<file path="config.mk">
export PLATFORM = sky130hd
export DESIGN_NAME = mult3_serial_tx
export DESIGN_NICKNAME = d
export VERILOG_FILES = /design/src/rtl/mult3_pkg.sv /design/src/rtl/mult3_residue.sv /design/src/rtl/mult3_serial_tx.sv
export SDC_FILE = /design/constraint.sdc
export NUM_CORES = 1
export LEC_CHECK = 0
export ABC_AREA = 0
export CORE_MARGIN = 4
export CORE_UTILIZATION = 50
export DETAILED_ROUTE_END_ITERATION = 10
export MAX_ROUTING_LAYER = met4
export PLACE_DENSITY = 0.77
export SETUP_SLACK_MARGIN = 0.3
export SLEW_MARGIN = 40
export SYNTH_ARGS = -nofsm -noshare
export SYNTH_HDL_FRONTEND = slang
export SYNTH_HIERARCHICAL = 1
export SYNTH_SLANG_ARGS = --single-unit
</file>
<file path="constraint.sdc">
create_clock -name clk -period 1.75 [get_ports clk]
set_input_delay 0.35 -clock clk [delete_from_list [all_inputs] [get_ports clk]]
set_output_delay 0.35 -clock clk [all_outputs]
set_load 0.1 [all_outputs]
</file>
<file path="src/rtl/mult3_pkg.sv">
`default_nettype none
// ============================================================================
// Module      : mult3_pkg
// Description : Shared definitions for the divisible-by-3 serial transmitter:
//               residue encoding, transmitter state encoding and the mod-3
//               residue step function.
// Revision    : 1.0 - initial release
// ============================================================================
package mult3_pkg;

   // Residue encoding for the running value mod 3
   localparam logic [1:0] R0 = 2'd0;
   localparam logic [1:0] R1 = 2'd1;
   localparam logic [1:0] R2 = 2'd2;

   // Transmitter states
   typedef enum logic [1:0] {
      ST_IDLE  = 2'd0,
      ST_SHIFT = 2'd1,
      ST_GAP   = 2'd2
   } tx_state_t;

   // Fold one more bit (LSB side) into a residue: (2*r + b) mod 3
   function automatic logic [1:0] mod3_step(input logic [1:0] r, input logic b);
      logic [1:0] res;
      case (r)
         R0:      res = b ? R1 : R0;
         R1:      res = b ? R0 : R2;
         R2:      res = b ? R2 : R1;
         default: res = R0;
      endcase
      return res;
   endfunction

endpackage
`default_nettype wire

</file>
<file path="src/rtl/mult3_residue.sv">
`default_nettype none
// ============================================================================
// Module      : mult3_residue
// Description : 2-bit running mod-3 residue register. 'start' folds the bit
//               into a zero residue (new frame), 'step' folds it into the
//               stored residue, 'clr' returns the register to zero.
//               r_next is the combinational post-fold residue.
// Revision    : 1.0 - initial release
// ============================================================================
module mult3_residue
   import mult3_pkg::*;
(
   input  logic       clk,
   input  logic       rst,      // asynchronous, active-low
   input  logic       clr,
   input  logic       start,
   input  logic       step,
   input  logic       bit_in,
   output logic [1:0] r_next
);

   logic [1:0] r;

   // A new frame restarts from zero before its first bit is folded in
   assign r_next = mod3_step(start ? R0 : r, bit_in);

   // Residue register: fold has priority over clear
   always_ff @(posedge clk or negedge rst) begin
      if (!rst) begin
         r <= R0;
      end else if (start || step) begin
         r <= r_next;
      end else if (clr) begin
         r <= R0;
      end
   end

endmodule
`default_nettype wire

</file>
<file path="src/rtl/mult3_serial_tx.sv">
`default_nettype none
// ============================================================================
// Module      : mult3_serial_tx
// Description : Serializes a WIDTH-bit word MSB-first, one bit per clock, and
//               drives alongside each bit the golden "divisible by 3 so far"
//               flag. Optional GAP idle cycles between frames.
//               Macro MULT3_TX_CHECK_EN adds a checker comparing the
//               detector output (div_in) with the one-cycle-delayed exp_div.
// Revision    : 1.0 - initial release
// ============================================================================
module mult3_serial_tx
   import mult3_pkg::*;
#(
   parameter int WIDTH = 8,
   parameter int GAP   = 0
) (
   input  logic             clk,
   input  logic             rst,        // asynchronous, active-low
   input  logic             load_valid,
   output logic             load_ready,
   input  logic [WIDTH-1:0] load_data,
   output logic             sout,
   output logic             sout_valid,
   output logic             sof,
   output logic             eof,
   output logic             exp_div,
   output logic             busy
`ifdef MULT3_TX_CHECK_EN
   ,
   input  logic             div_in,
   output logic             mismatch,
   output logic [15:0]      err_count
`endif
);

   localparam int CW       = $clog2(WIDTH);
   localparam int GAP_LAST = (GAP > 0) ? GAP - 1 : 0;

   tx_state_t        state, state_nxt;
   logic [WIDTH-1:0] shreg, shreg_nxt;
   logic [CW-1:0]    bits_left, bits_nxt;
   logic [3:0]       gap_left, gap_nxt;
   logic             sout_nxt, valid_nxt, sof_nxt, eof_nxt, div_nxt;
   logic             res_clr, res_start, res_step, res_bit;
   logic [1:0]       r_next;
   logic             accept;

   // Ready in IDLE, in the eof cycle when frames run back-to-back, and in the
   // final gap cycle
   assign load_ready = (state == ST_IDLE)
                     || ((state == ST_SHIFT) && eof && (GAP == 0))
                     || ((state == ST_GAP) && (gap_left == 4'd0));
   assign accept     = load_valid && load_ready;
   assign busy       = (state != ST_IDLE);

   mult3_residue u_residue (
      .clk    (clk),
      .rst    (rst),
      .clr    (res_clr),
      .start  (res_start),
      .step   (res_step),
      .bit_in (res_bit),
      .r_next (r_next)
   );

   // State register and registered frame outputs
   always_ff @(posedge clk or negedge rst) begin
      if (!rst) begin
         state      <= ST_IDLE;
         shreg      <= '0;
         bits_left  <= '0;
         gap_left   <= '0;
         sout       <= 1'b0;
         sout_valid <= 1'b0;
         sof        <= 1'b0;
         eof        <= 1'b0;
         exp_div    <= 1'b0;
      end else begin
         state      <= state_nxt;
         shreg      <= shreg_nxt;
         bits_left  <= bits_nxt;
         gap_left   <= gap_nxt;
         sout       <= sout_nxt;
         sout_valid <= valid_nxt;
         sof        <= sof_nxt;
         eof        <= eof_nxt;
         exp_div    <= div_nxt;
      end
   end

   // Next-state, shift and residue control; outputs default to the idle zeros
   always_comb begin
      state_nxt = state;
      shreg_nxt = shreg;
      bits_nxt  = bits_left;
      gap_nxt   = gap_left;
      sout_nxt  = 1'b0;
      valid_nxt = 1'b0;
      sof_nxt   = 1'b0;
      eof_nxt   = 1'b0;
      div_nxt   = 1'b0;
      res_clr   = 1'b0;
      res_start = 1'b0;
      res_step  = 1'b0;
      res_bit   = 1'b0;

      if (accept) begin
         // Launch a new frame: MSB goes out next cycle with sof
         res_start = 1'b1;
         res_bit   = load_data[WIDTH-1];
         sout_nxt  = load_data[WIDTH-1];
         valid_nxt = 1'b1;
         sof_nxt   = 1'b1;
         div_nxt   = (r_next == R0);
         shreg_nxt = {load_data[WIDTH-2:0], 1'b0};
         bits_nxt  = CW'(WIDTH - 1);
         state_nxt = ST_SHIFT;
      end else begin
         case (state)
            ST_SHIFT: begin
               if (!eof) begin
                  res_step  = 1'b1;
                  res_bit   = shreg[WIDTH-1];
                  sout_nxt  = shreg[WIDTH-1];
                  valid_nxt = 1'b1;
                  eof_nxt   = (bits_left == CW'(1));
                  div_nxt   = (r_next == R0);
                  shreg_nxt = {shreg[WIDTH-2:0], 1'b0};
                  bits_nxt  = bits_left - CW'(1);
               end else begin
                  res_clr = 1'b1;
                  if (GAP == 0) begin
                     state_nxt = ST_IDLE;
                  end else begin
                     state_nxt = ST_GAP;
                     gap_nxt   = 4'(GAP_LAST);
                  end
               end
            end
            ST_GAP: begin
               if (gap_left == 4'd0) begin
                  state_nxt = ST_IDLE;
               end else begin
                  gap_nxt = gap_left - 4'd1;
               end
            end
            default: begin
               state_nxt = ST_IDLE;
            end
         endcase
      end
   end

`ifdef MULT3_TX_CHECK_EN
   logic exp_div_d;
   logic valid_d;

   // Delay the golden flag one cycle to line up with the detector's register
   always_ff @(posedge clk or negedge rst) begin
      if (!rst) begin
         exp_div_d <= 1'b0;
         valid_d   <= 1'b0;
      end else begin
         exp_div_d <= exp_div;
         valid_d   <= sout_valid;
      end
   end

   assign mismatch = valid_d && (div_in != exp_div_d);

   // Saturating error counter
   always_ff @(posedge clk or negedge rst) begin
      if (!rst) begin
         err_count <= 16'h0000;
      end else if (mismatch && (err_count != 16'hFFFF)) begin
         err_count <= err_count + 16'h0001;
      end
   end
`endif

endmodule
`default_nettype wire

</file>
---- Word-level counts from Yosys, hierarchy flattened ----
Index checks and enable logic that the tools add are counted.
cells by class
  eq/ne operators ......................... 8
  mux-type cells .......................... 34
  add/sub/neg operators ................... 2
  bitwise operators ....................... 2
  reduce and logical (&&, ||, !) cells .... 16
operators by type and width
  operator             number
  $mux 8               3
  $mux 1               18
  $mux 2               8
  $mux 3               3
  $logic_not 2->1      3
  $pmux 2 s3           1
  $reduce_bool 2->1    3
  $eq 2x1->1 const B   2
  $eq 2x2->1 const B   2
  $logic_not 4->1      1
  $pmux 2 s2           1
  $reduce_and 2->1     2
  $sub 4x1->4 const B  1
  $eq 3x1->1 const B   1
  $logic_and 1x1->1    3
  $logic_or 1x1->1     3
  $ne 3x2->1 const B   1
  $ne 3x3->1 const B   1
  $reduce_and 3->1     1
  $sub 3x1->3 const B  1
  $ne 2x1->1 const B   1
  $not 1->1            2
word-level totals
  word-level logic and storage cells ...... 72
  bits in registers ....................... 24
  output and inout bits ................... 7
  input bits .............................. 11

---- Depth between registers and ports, before layout ----
Gate-level depths: netlist (run 1).
  depth in word-level cells ............... 13
  depth in mapped cells ................... 10
  depth with buffers taken out ............ 8

---- By module ----
Netlist (run 1), hierarchy kept.
by module, submodules not included
  module           seq. area each (sq um)  cells each  area each (sq um)  times used
  mult3_serial_tx  400.4                   63          784.5              1
  mult3_residue    50.0                    20          162.7              1

---- Least setup slack after synthesis (run 1) ----
No wires, ideal clock.
  path type ............................... reg-to-reg
  start ................................... register eof
  end ..................................... register exp_div
  buffers on the path ..................... 2
  stages on the path, launching flop included .. 11
  required time ........................... 1.627 ns
  path slack .............................. -0.621 ns
  setup time .............................. 0.123 ns
  period minus slack after synthesis ...... 2.371 ns
  arrival time ............................ 2.248 ns
  cells stage by stage .................... dfrtp_1 -> nand2b_4 -> buf_12 -> inv_12 -> buf_12 -> nand2_2 -> nand2_1 -> nor3b_1 -> a21oi_1 -> o21ai_0 -> nor3b_1
on the way
  elaborated cells between the ends (all ways) .. 20
  classes of those cells .................. 2 x eq/ne; 12 x mux; 6 x reduce/logical
RTL lines
  element                                  line                                            text
  start: declaration                       mult3_serial_tx.sv:25                           output logic eof,
  start signal: assignment                 mult3_serial_tx.sv:86                           eof <= eof_nxt;
  $logic_and 1x1->1 (*)                    mult3_serial_tx.sv:51                           || ((state == ST_SHIFT) && eof && (GAP == 0))
  $logic_or 1x1->1 (*)                     mult3_serial_tx.sv:51
  $logic_or 1x1->1 (*)                     mult3_serial_tx.sv:52                           || ((state == ST_GAP) && (gap_left == 4'd0));
  named net load_ready                     mult3_serial_tx.sv:20                           output logic load_ready,
  $logic_and 1x1->1 (*)                    mult3_serial_tx.sv:53                           assign accept = load_valid && load_ready;
  $mux 1 (*)                               mult3_serial_tx.sv:107                          if (accept) begin
  named net res_bit                        mult3_serial_tx.sv:44                           logic res_clr, res_start, res_step, res_bit;
  $mux 2 / $mux 1 (equally long branches)  mult3_pkg.sv:29, mult3_pkg.sv:27
  $pmux 2 s3 (*)                           mult3_pkg.sv:26                                 case (r)
  named net r_next[0]                      mult3_serial_tx.sv:45                           logic [1:0] r_next;
  $logic_not 2->1 (*)                      mult3_serial_tx.sv:114, mult3_serial_tx.sv:127
  $mux 1                                   mult3_serial_tx.sv:121                          if (!eof) begin
  $mux 1                                   mult3_serial_tx.sv:119                          case (state)
  $mux 1 (*)                               mult3_serial_tx.sv:107
  named net div_nxt                        mult3_serial_tx.sv:43                           logic sout_nxt, valid_nxt, sof_nxt, eof_nxt, div_nxt;
  end signal: assignment                   mult3_serial_tx.sv:87                           exp_div <= div_nxt;
  end: declaration                         mult3_serial_tx.sv:26                           output logic exp_div,
The timed path passes the listed nets; every way through them passes the cells marked *.
A chain may end at the register's enable or synchronous reset.

---- Worst setup path after layout (run 1) ----
  start ................................... register eof
  end ..................................... output load_ready
on the way
  longest elaborated chain between the ends .. 3
RTL lines
  element            line
  $logic_and 1x1->1  mult3_serial_tx.sv:51
  $logic_or 1x1->1   mult3_serial_tx.sv:51
  $logic_or 1x1->1   mult3_serial_tx.sv:52
  end: declaration   mult3_serial_tx.sv:20
Every way passes these cells.

==> results of run 1 <==
## layer usage
metal	vias up	global-route usage, %
met5	-	-
met4	0	10.48
met3	8	3.152
met2	30	27.33
met1	349	19.59
li1	348	-
## flip-flops by register name (all words and copies together), names as in the netlist
signal	count
sout_valid	1
bits_left	3
eof	1
shreg	7
state	1
sout	1
sof	1
u_residue/r	2
exp_div	1
## final timing paths
check | slack (ns) | cells after the start | from | end
worst max-delay path | 0.18 | 2 | eof | load_ready
worst min-delay path | 0.37 | 2 | rst | eof
max in group asynchronous | 1.18 | 2 | rst | eof
worst min register to register | 0.50 | 2 | shreg[4] | shreg[5]
worst max register to register | 0.19 | 6 | eof | u_residue/r[0]
min in group clk | 0.50 | 2 | shreg[4] | shreg[5]
## metrics by stage
stage               instances  util [%]  instance area (um2)  worst slack (ns)  total power [W]
floorplan                  83         -                969.7           -0.1250         0.001880
global placement          126     69.15                 1220           0.07797         0.002206
detailed placement        126     69.15                 1220           0.01225         0.002254
CTS                       132     72.41                 1277            0.1870         0.002562
global route              140     79.36                 1400            0.1365         0.003025
finish                    140     79.36                 1400            0.1757         0.002887
## worst max-delay path, stage by stage, from the launching register on
cell	delay (ns)
dfrtp_4	0.49
nand2b_4	0.23
buf_12	0.20
## Yosys cell counts, types with 2 or more instances
cell type and instances:
a21oi_1 5, o21ai_2 5, ha_1 2, inv_1 3
mux2i_1 7, nor3_1 2, o21ai_0 5, nor3b_1 4
dfrtp_1 18, nor2_1 3, nand2_1 4, a21oi_2 2
nand2_2 6, buf_12 2, nand3b_1 2
## area by class of cell
class,count,area (um2)
clock buffer,4,36.28
inverter,4,27.53
timing repair buffer,31,349.1
multi-input combinational,58,500.5
sequential,18,455.4
fill,125,364.1
tap,25,31.28
## cells by family after synthesis
kind of cell | share of synthesized area (%)
AOI/OAI and AO/OA | 12.28
xor gates and xnor gates | 0.9249
adders and majority gates | 2.642
buffers and inverters | 9.116
DFF | 47.56
muxes | 7.398
and+or+nand+nor | 20.08
## power breakdown
group / internal, W / switching (W) / total [W]
combinational: 0.000781 / 0.00110 / 0.00188
clock: 0.000127 / 0.000140 / 0.000267
sequential: 0.000580 / 0.000160 / 0.000741
total: 0.00149 / 0.00140 / 0.00289
## what timing repair did
action,4_1_cts,5_1_grt
gates resized for setup,1,12
endpoints found under the setup margin,4,5
pin swaps,0,8
hold endpoints to repair,0,0
buffers inserted,2,7
cloned,0,1
hold buffers,0,0
==> results.json, run 1 <==
{
  "maxClockFrequency_ghz": 0.6352,
  "top_layer": "met4",
  "run_status": "completed",
  "dpl_hpwl_um": 1323,
  "synth_top_cell_by_area": "dfrtp_1",
  "synthCells": 83,
  "end_kind": "primary output",
  "total_leakage_power_nw": 0.6116,
  "pin_count": 18,
  "arrival_ns": 1.22,
  "fraction_of_layout_cells_with_a_size_suffix_above_1_pct": 46.09,
  "post_synth_num_cell_types": 28,
  "drt.antenna.violating_nets": 0,
  "final.setup.tns_ns": 0,
  "wl_met1_um": 913,
  "sinks_on_clock_net": 18,
  "syn_avg_cell_area_um2": 11.41,
  "synth_sequential_area_ratio_pct": 47.56,
  "clk_transition_reported_paths_ns": 0.11,
  "vias": 735,
  "area_growth_pct": 47.82,
  "design.die.area_mm2": 0.002655,
  "post_route_minimum_period_ns": 1.574,
  "synth_area_leaders": "dfrtp_1 (48%), mux2i_1 (7.4%), o21ai_2 (4.6%)",
  "netlist_area_um2": 947.2,
  "post_drt_via_cell_ratio": 5.250,
  "syn-num-nets": 96,
  "drt_pre_antenna_iters": 4,
  "cts_max_path_buffers": 2,
  "critPathKind": "register to primary output",
  "die_y_um": 51.53,
  "layout_common_cells": "dfrtp_1 (16), buf_4 (13), clkdlybuf4s50_1 (10)",
  "timing.hold.ws_ns": 0.3658,
  "wire_per_inst_um": 16.02,
  "port_buffers": 17,
  "clock_skew_ns": 0.002229,
  "latest_clock_arrival_within_the_worst_skew_pair_ns": 0.30,
  "dr_wl_met2_um": 1130,
  "setup_viol_count_final": 0,
  "min_path_type": "input pin to asynchronous set/reset pin",
  "clock_tree.root_cell": "clkbuf_4",
  "grt_setup_unrepaired": "true",
  "slew_at_the_pin_closest_to_its_max_slew_limit_ns": 0.3372,
  "synth_top_cell_area_share_pct": 47.56,
  "pin_count_of_the_biggest_net_entering_global_routing": 19,
  "met3RoutedLength_um": 129,
  "ys_async_sr_fraction_pct": 100.0,
  "first_pass_grt_wire_length_um": 3174,
  "chipWidth_um": 51.53,
  "critical_path_maximum_fanout": 6,
  "final_slew_viol_count": 0,
  "nNetsFinal": 129,
  "synth_warnings": 6,
  "fp-row-count": 15,
  "final_min_period_over_clock_period_pct": 89.96,
  "postSynthRegisterBits": 18,
  "totalWireLength_um": 2243,
  "clock_tree.htree_level_count": 1,
  "number_of_synthesized_flops_with_an_enable_pin": 0,
  "startpoint_types": "register",
  "worst_ep_required_time_ns": 1.40,
  "timing_hold_violations_final": 0,
  "max_cap_violations": 0,
  "detail_route.iter0.violations": 10,
  "post-route-drc-count": 0,
  "mostFrequentLayoutCell": "dfrtp_1",
  "power.ir.vdd_worst_mv": 1.129,
  "grt-ovfl-total": 0,
  "synth_top_flop_cell": "dfrtp_1",
  "relative_max_transition_margin_pct": 77.52,
  "first_global_vias": 696,
  "number_of_diodes_added_for_antenna_fixing": 0,
  "tritoncts_clock_tree": "yes",
  "initial_antenna_violation_count": 0,
  "globalRouteTotalUtil_pct": 16.96,
  "gp_routability_congestion": 0.7276,
  "initial_utilization_pct": 53.69,
  "core_mm2": 0.001764,
  "cts_inserted_buffers": 3,
  "power-per-cell-area_mw_per_mm2": 2062
}
Power figures use the tool's default switching activity.
==> inputs of run 2 (changes only) <==
- CELL_PAD_IN_SITES_DETAIL_PLACEMENT: not set -> 2
- CELL_PAD_IN_SITES_GLOBAL_PLACEMENT: not set -> 2
- CORE_UTILIZATION: 50 -> 32
- PLACE_DENSITY: 0.77 -> not set
- PLACE_DENSITY_LB_ADDON: not set -> 0.1
==> run 2 against run 1 <==
Net effect:
- worst hold slack worse by 0.011 ns
- total power is 9.5% lower
- routed wire length is 7.8% lower
- clock power is 21% lower
- clock skew is 0.00060 ns higher
- global-route usage is 5.0 points lower
- fmax is 1.4% higher
- setup slack better by 0.022 ns
- count of clock-buffer cells in the layout is 1 lower
- critical path type unchanged
- largest power group unchanged
==> results.json, run 2 (synthesized netlist as in run 1, its figures left out) <==
{
  "layout_common_cells": "dfrtp_1 (16), buf_4 (11), clkdlybuf4s50_1 (10)",
  "power.ir.vdd_worst_mv": 1.226,
  "tritoncts_clock_tree": "yes",
  "timing.critical_path.cells": "nand2b_4 > buf_12",
  "cts_max_path_buffers": 2,
  "net-switching-power_w": 0.001268,
  "final_min_period_over_clock_period_pct": 88.73,
  "design.die.area_mm2": 0.003894,
  "switching_share_pct": 48.56,
  "clkPwrFrac_pct": 8.1,
  "maxClockFrequency_ghz": 0.6440,
  "timing.hold.ws_ns": 0.3545,
  "min_path_type": "input pin to asynchronous set/reset pin",
  "critical_path_maximum_fanout": 6,
  "run_status": "completed",
  "port_buffers": 17,
  "startpoint_types": "register",
  "timing_hold_violations_final": 0,
  "detailedPlace.worstSlack_ns": 0.008615,
  "fraction_of_layout_cells_with_a_size_suffix_above_1_pct": 40.00,
  "clock_tree.htree_level_count": 1,
  "latest_clock_arrival_within_the_worst_skew_pair_ns": 0.30,
  "clock_skew_ns": 0.002831,
  "timing.critical_path.slowest_stage_cell": "dfrtp_4",
  "sinks_on_clock_net": 18,
  "total_leakage_power_nw": 0.5729,
  "drt.antenna.violating_nets": 0,
  "first_pass_grt_wire_length_um": 3650,
  "wire_per_inst_um": 14.67,
  "post_route_minimum_period_ns": 1.553,
  "power-per-cell-area_mw_per_mm2": 1989,
  "arrival_ns": 1.20,
  "power.share.combinational_pct": 64.1,
  "end_kind": "primary output",
  "most_flop_heavy_register": "shreg",
  "totalWireLength_um": 2068,
  "critPathTopFamily": "flip-flops",
  "relative_max_transition_margin_pct": 70.04,
  "p_int_w": 0.001343,
  "cts_hold_repair.buffers": 0,
  "die_y_um": 62.41,
  "mostFrequentLayoutCell": "dfrtp_1",
  "post_drt_via_cell_ratio": 4.922,
  "grt_setup_unrepaired": "true",
  "globalRouteTotalUtil_pct": 11.99,
  "first_global_vias": 769,
  "top_regs": "shreg (7), bits_left (3), u_residue/r (2)",
  "cts_inserted_buffers": 3,
  "gp_routability_congestion": 0.7801,
  "post-route-drc-count": 0,
  "slew_at_the_pin_closest_to_its_max_slew_limit_ns": 0.4480,
  "final_slew_viol_count": 0,
  "detail_route.iter0.violations": 8,
  "largest_reg_flops": 7,
  "area_growth_pct": 38.57,
  "dp.cells": 132,
  "max_cap_violations": 0,
  "initial_utilization_pct": 34.05,
  "pin_count": 18,
  "setup_viol_count_final": 0,
  "cp_num_buf_inv": 1,
  "pin_count_of_the_biggest_net_entering_global_routing": 14,
  "timing.final.ws_setup_ns": 0.1973,
  "power.sequential.fraction_pct": 27.7,
  "clk_transition_reported_paths_ns": 0.10,
  "nNetsFinal": 125,
  "drt_pre_antenna_iters": 2,
  "chipWidth_um": 62.41,
  "vias": 694,
  "clock_tree.root_cell": "clkbuf_4",
  "worst_ep_required_time_ns": 1.40,
  "critPathKind": "register to primary output",
  "core_mm2": 0.002781,
  "layout.core_utilization_pct": 47.19,
  "dpl_hpwl_um": 1566,
  "initial_antenna_violation_count": 0,
  "number_of_diodes_added_for_antenna_fixing": 0,
  "fp-row-count": 19,
  "crit_path_max_incr_delay_ns": 0.49,
  "grt-ovfl-total": 0,
  "fin_cells": 141
}
[run 2: worst reg2reg max path, cell delays in order, from the launching register on]
cell	delay, ns
dfrtp_4	0.49
nand2b_4	0.22
and2_1	0.22
buf_4	0.16
nand2_1	0.07
o21ai_1	0.08
nor3b_1	0.20
[run 2: timing repair]
action | in CTS | in global routing
buffers inserted | 3 | 3
endpoints found under the setup margin | 4 | 5
gates resized for setup | 1 | 3
endpoints found under the hold margin | 0 | 0
pin swaps | 0 | 1
[run 2: power by group through the flow]
stage / logic [W] / registers, W / clock network [W]
3_5_place_dp: 0.00154 / 0.000745 / 0
5_1_grt: 0.00180 / 0.000748 / 0.000245
3_3_place_gp: 0.00150 / 0.000731 / 0
4_1_cts: 0.00161 / 0.000728 / 0.000223
6_report: 0.00167 / 0.000724 / 0.000212
2_1_floorplan: 0.000837 / 0.00104 / 0
[run 2: through the flow]
step | power, W | TNS, ns | instance area [um2]
6_report | 0.002611 | 0 | 1313
5_1_grt | 0.002790 | 0 | 1313
4_1_cts | 0.002559 | 0 | 1272
3_5_place_dp | 0.002286 | 0 | 1227
3_3_place_gp | 0.002227 | 0 | 1227
2_1_floorplan | 0.001880 | -0.3027 | 969.7
[run 2: layer usage]
layer / track usage [%] / vias up / wire, um
met3: 3.237 / 4 / 110
met5: - / - / 0
li1: - / 340 / -
met1: 13.95 / 333 / 876
met2: 19.17 / 17 / 1047
met4: 5.570 / 0 / 34
[run 2: cell type report]
class	count	area (um2)
fillers	300	1469
flip-flops and latches	18	455.4
multi-input cells	57	445.4
repair buffers	28	322.8
well taps	31	38.79
inverters	4	27.53
clock buffers	3	22.52
[run 2: worst paths after layout]
kind / startpoint / to / slack, ns / cells past startpoint
setup reg to reg: eof / exp_div / 0.23 / 6
max in group asynchronous: rst / shreg[2] / 0.89 / 2
setup / recovery: eof / load_ready / 0.20 / 2
min in group clk: bits_left[2] / eof / 0.49 / 1
hold / removal: rst / sout_valid / 0.35 / 1
hold reg to reg: bits_left[2] / eof / 0.49 / 1
==> inputs of run 3 (changes only) <==
- CORE_UTILIZATION: 32 -> 37
- CTS_BUF_LIST: not set -> sky130_fd_sc_hd__clkbuf_8
- HOLD_SLACK_MARGIN: not set -> 0.02
- clock period: 1.75 -> 1.92 ns (I/O delays scaled with it)
==> run 3 against run 2 <==
Net effect:
- critical path depth is the same
- clock power up 48%
- final cell count rose by 0.71%
- sequential share of layout area down 0.52 points
- routed wire length is 20% higher
- combinational power fell by 7%
- worst hold slack improved by 0.072 ns
- total power decreased by 3.2%
- critical path type unchanged
- largest power group unchanged
==> results.json, run 3 (synthesized netlist as in run 1, its figures left out) <==
{
  "wire_per_inst_um": 17.51,
  "fp-row-count": 18,
  "min_path_type": "input pin to asynchronous set/reset pin",
  "core_mm2": 0.002455,
  "maxClockFrequency_ghz": 0.6363,
  "pin_count": 18,
  "total_leakage_power_nw": 0.5825,
  "drt.antenna.violating_nets": 0,
  "power-per-cell-area_mw_per_mm2": 1897,
  "cts_max_path_buffers": 2,
  "post_drt_via_cell_ratio": 5.106,
  "relative_max_transition_margin_pct": 72.00,
  "die_y_um": 58.60,
  "cp_num_buf_inv": 1,
  "final_slew_viol_count": 0,
  "slew_at_the_pin_closest_to_its_max_slew_limit_ns": 0.4187,
  "critPathTopFamily": "flip-flops",
  "nNetsFinal": 126,
  "dpl_hpwl_um": 1574,
  "worst_ep_required_time_ns": 1.54,
  "detail_route.iter0.violations": 14,
  "tritoncts_clock_tree": "yes",
  "area_growth_pct": 40.69,
  "clk_transition_reported_paths_ns": 0.07,
  "clock_tree.htree_level_count": 1,
  "clock_tree.root_cell": "clkbuf_8",
  "drt_pre_antenna_iters": 4,
  "initial_utilization_pct": 38.58,
  "port_buffers": 17,
  "setup_viol_count_final": 0,
  "timing.critical_path.slowest_stage_cell": "dfrtp_4",
  "layout_common_cells": "dfrtp_1 (16), buf_4 (15), clkdlybuf4s50_1 (10)",
  "most_flop_heavy_register": "shreg",
  "first_global_vias": 822,
  "largest_reg_flops": 7,
  "vias": 725,
  "post_route_minimum_period_ns": 1.572,
  "end_kind": "primary output",
  "cts_inserted_buffers": 3,
  "pin_count_of_the_biggest_net_entering_global_routing": 13,
  "first_pass_grt_wire_length_um": 3912,
  "timing.critical_path.cells": "nand2b_4 > buf_12",
  "startpoint_types": "register",
  "fraction_of_layout_cells_with_a_size_suffix_above_1_pct": 43.75,
  "mostFrequentLayoutCell": "dfrtp_1",
  "number_of_diodes_added_for_antenna_fixing": 0,
  "initial_antenna_violation_count": 0,
  "grt_setup_unrepaired": "false",
  "latest_clock_arrival_within_the_worst_skew_pair_ns": 0.25,
  "max_cap_violations": 0,
  "power.ir.vdd_worst_mv": 0.9690,
  "detailedPlace.worstSlack_ns": 0.1357,
  "crit_path_max_incr_delay_ns": 0.49,
  "timing.final.ws_setup_ns": 0.3485,
  "design.die.area_mm2": 0.003433,
  "sinks_on_clock_net": 18,
  "gp_routability_congestion": 0.6812,
  "cts_hold_repair.buffers": 0,
  "final_min_period_over_clock_period_pct": 81.85,
  "timing_hold_violations_final": 0,
  "top_regs": "shreg (7), bits_left (3), u_residue/r (2)",
  "final.setup.tns_ns": 0,
  "critPathKind": "register to primary output",
  "clock_skew_ns": 0.0003529,
  "globalRouteTotalUtil_pct": 16.22,
  "run_status": "completed",
  "critical_path_maximum_fanout": 6,
  "post-route-drc-count": 0,
  "totalWireLength_um": 2487,
  "grt-ovfl-total": 0,
  "chipWidth_um": 58.60,
  "arrival_ns": 1.19
}
==> run 3: cell types whose count changed in the layout (fill, tap and decap cells not counted), moves of 3 or more <==
| cell | before | now |
|---|---|---|
| buf_4 | 11 | 15 |
| clkbuf_4 | 3 | 0 |
| buf_12 | 7 | 3 |
| clkbuf_8 | 0 | 4 |
==> run 3: final timing paths <==
kind                              start         end  slack, ns  cells after the start
max in group asynchronous           rst    shreg[1]       1.00                      2
max                                 eof  load_ready       0.35                      2
max reg2reg                         eof     exp_div       0.36                      7
min in group clk           bits_left[2]         eof       0.49                      1
min                                 rst         eof       0.43                      1
min reg2reg                bits_left[2]         eof       0.49                      1
==> run 3: cell type report <==
cell class	count	area, um2
fill	239	1122
multi-input combinational	57	475.5
sequential	18	455.4
timing repair buffer	28	272.8
clock buffer	4	55.05
tap	30	37.54
inverter	4	27.53
timing repair inverter	1	8.758
==> run 3: stage by stage <==
stage                     power [W]  instances  hold slack (ns)  utilization, %  instance area (um2)
after floorplan            0.001713         83          0.08841               -                969.7
after global placement     0.001918        130           0.4630           47.60                 1169
after detailed placement   0.001976        130           0.4769           47.60                 1169
after CTS                  0.002411        139           0.4416           51.63                 1267
after global routing       0.002689        142           0.4653           54.28                 1333
final                      0.002528        142           0.4261           54.28                 1333
==> run 3: per-layer routing <==
| layer | track usage (%) | vias to the layer above | share of wire, % |
|---|---|---|---|
| met5 | - | - | 0 |
| met4 | 5.825 | 0 | 1.5 |
| met3 | 3.728 | 4 | 4.1 |
| met2 | 28.87 | 18 | 54 |
| met1 | 17.56 | 361 | 40 |
| li1 | - | 342 | - |
==> run 3: power breakdown <==
part	switching [W]	leakage, nW	internal, W
clock network	0.000132	0.0288	0.000182
registers	0.000125	0.222	0.000530
logic	0.000978	0.332	0.000581
==> run 3: repair_timing <==
action,4_1_cts,5_1_grt
endpoints found under the setup margin,2,3
setup buffers,4,3
pin swaps,0,3
cloned,1,0
resized for setup,1,8
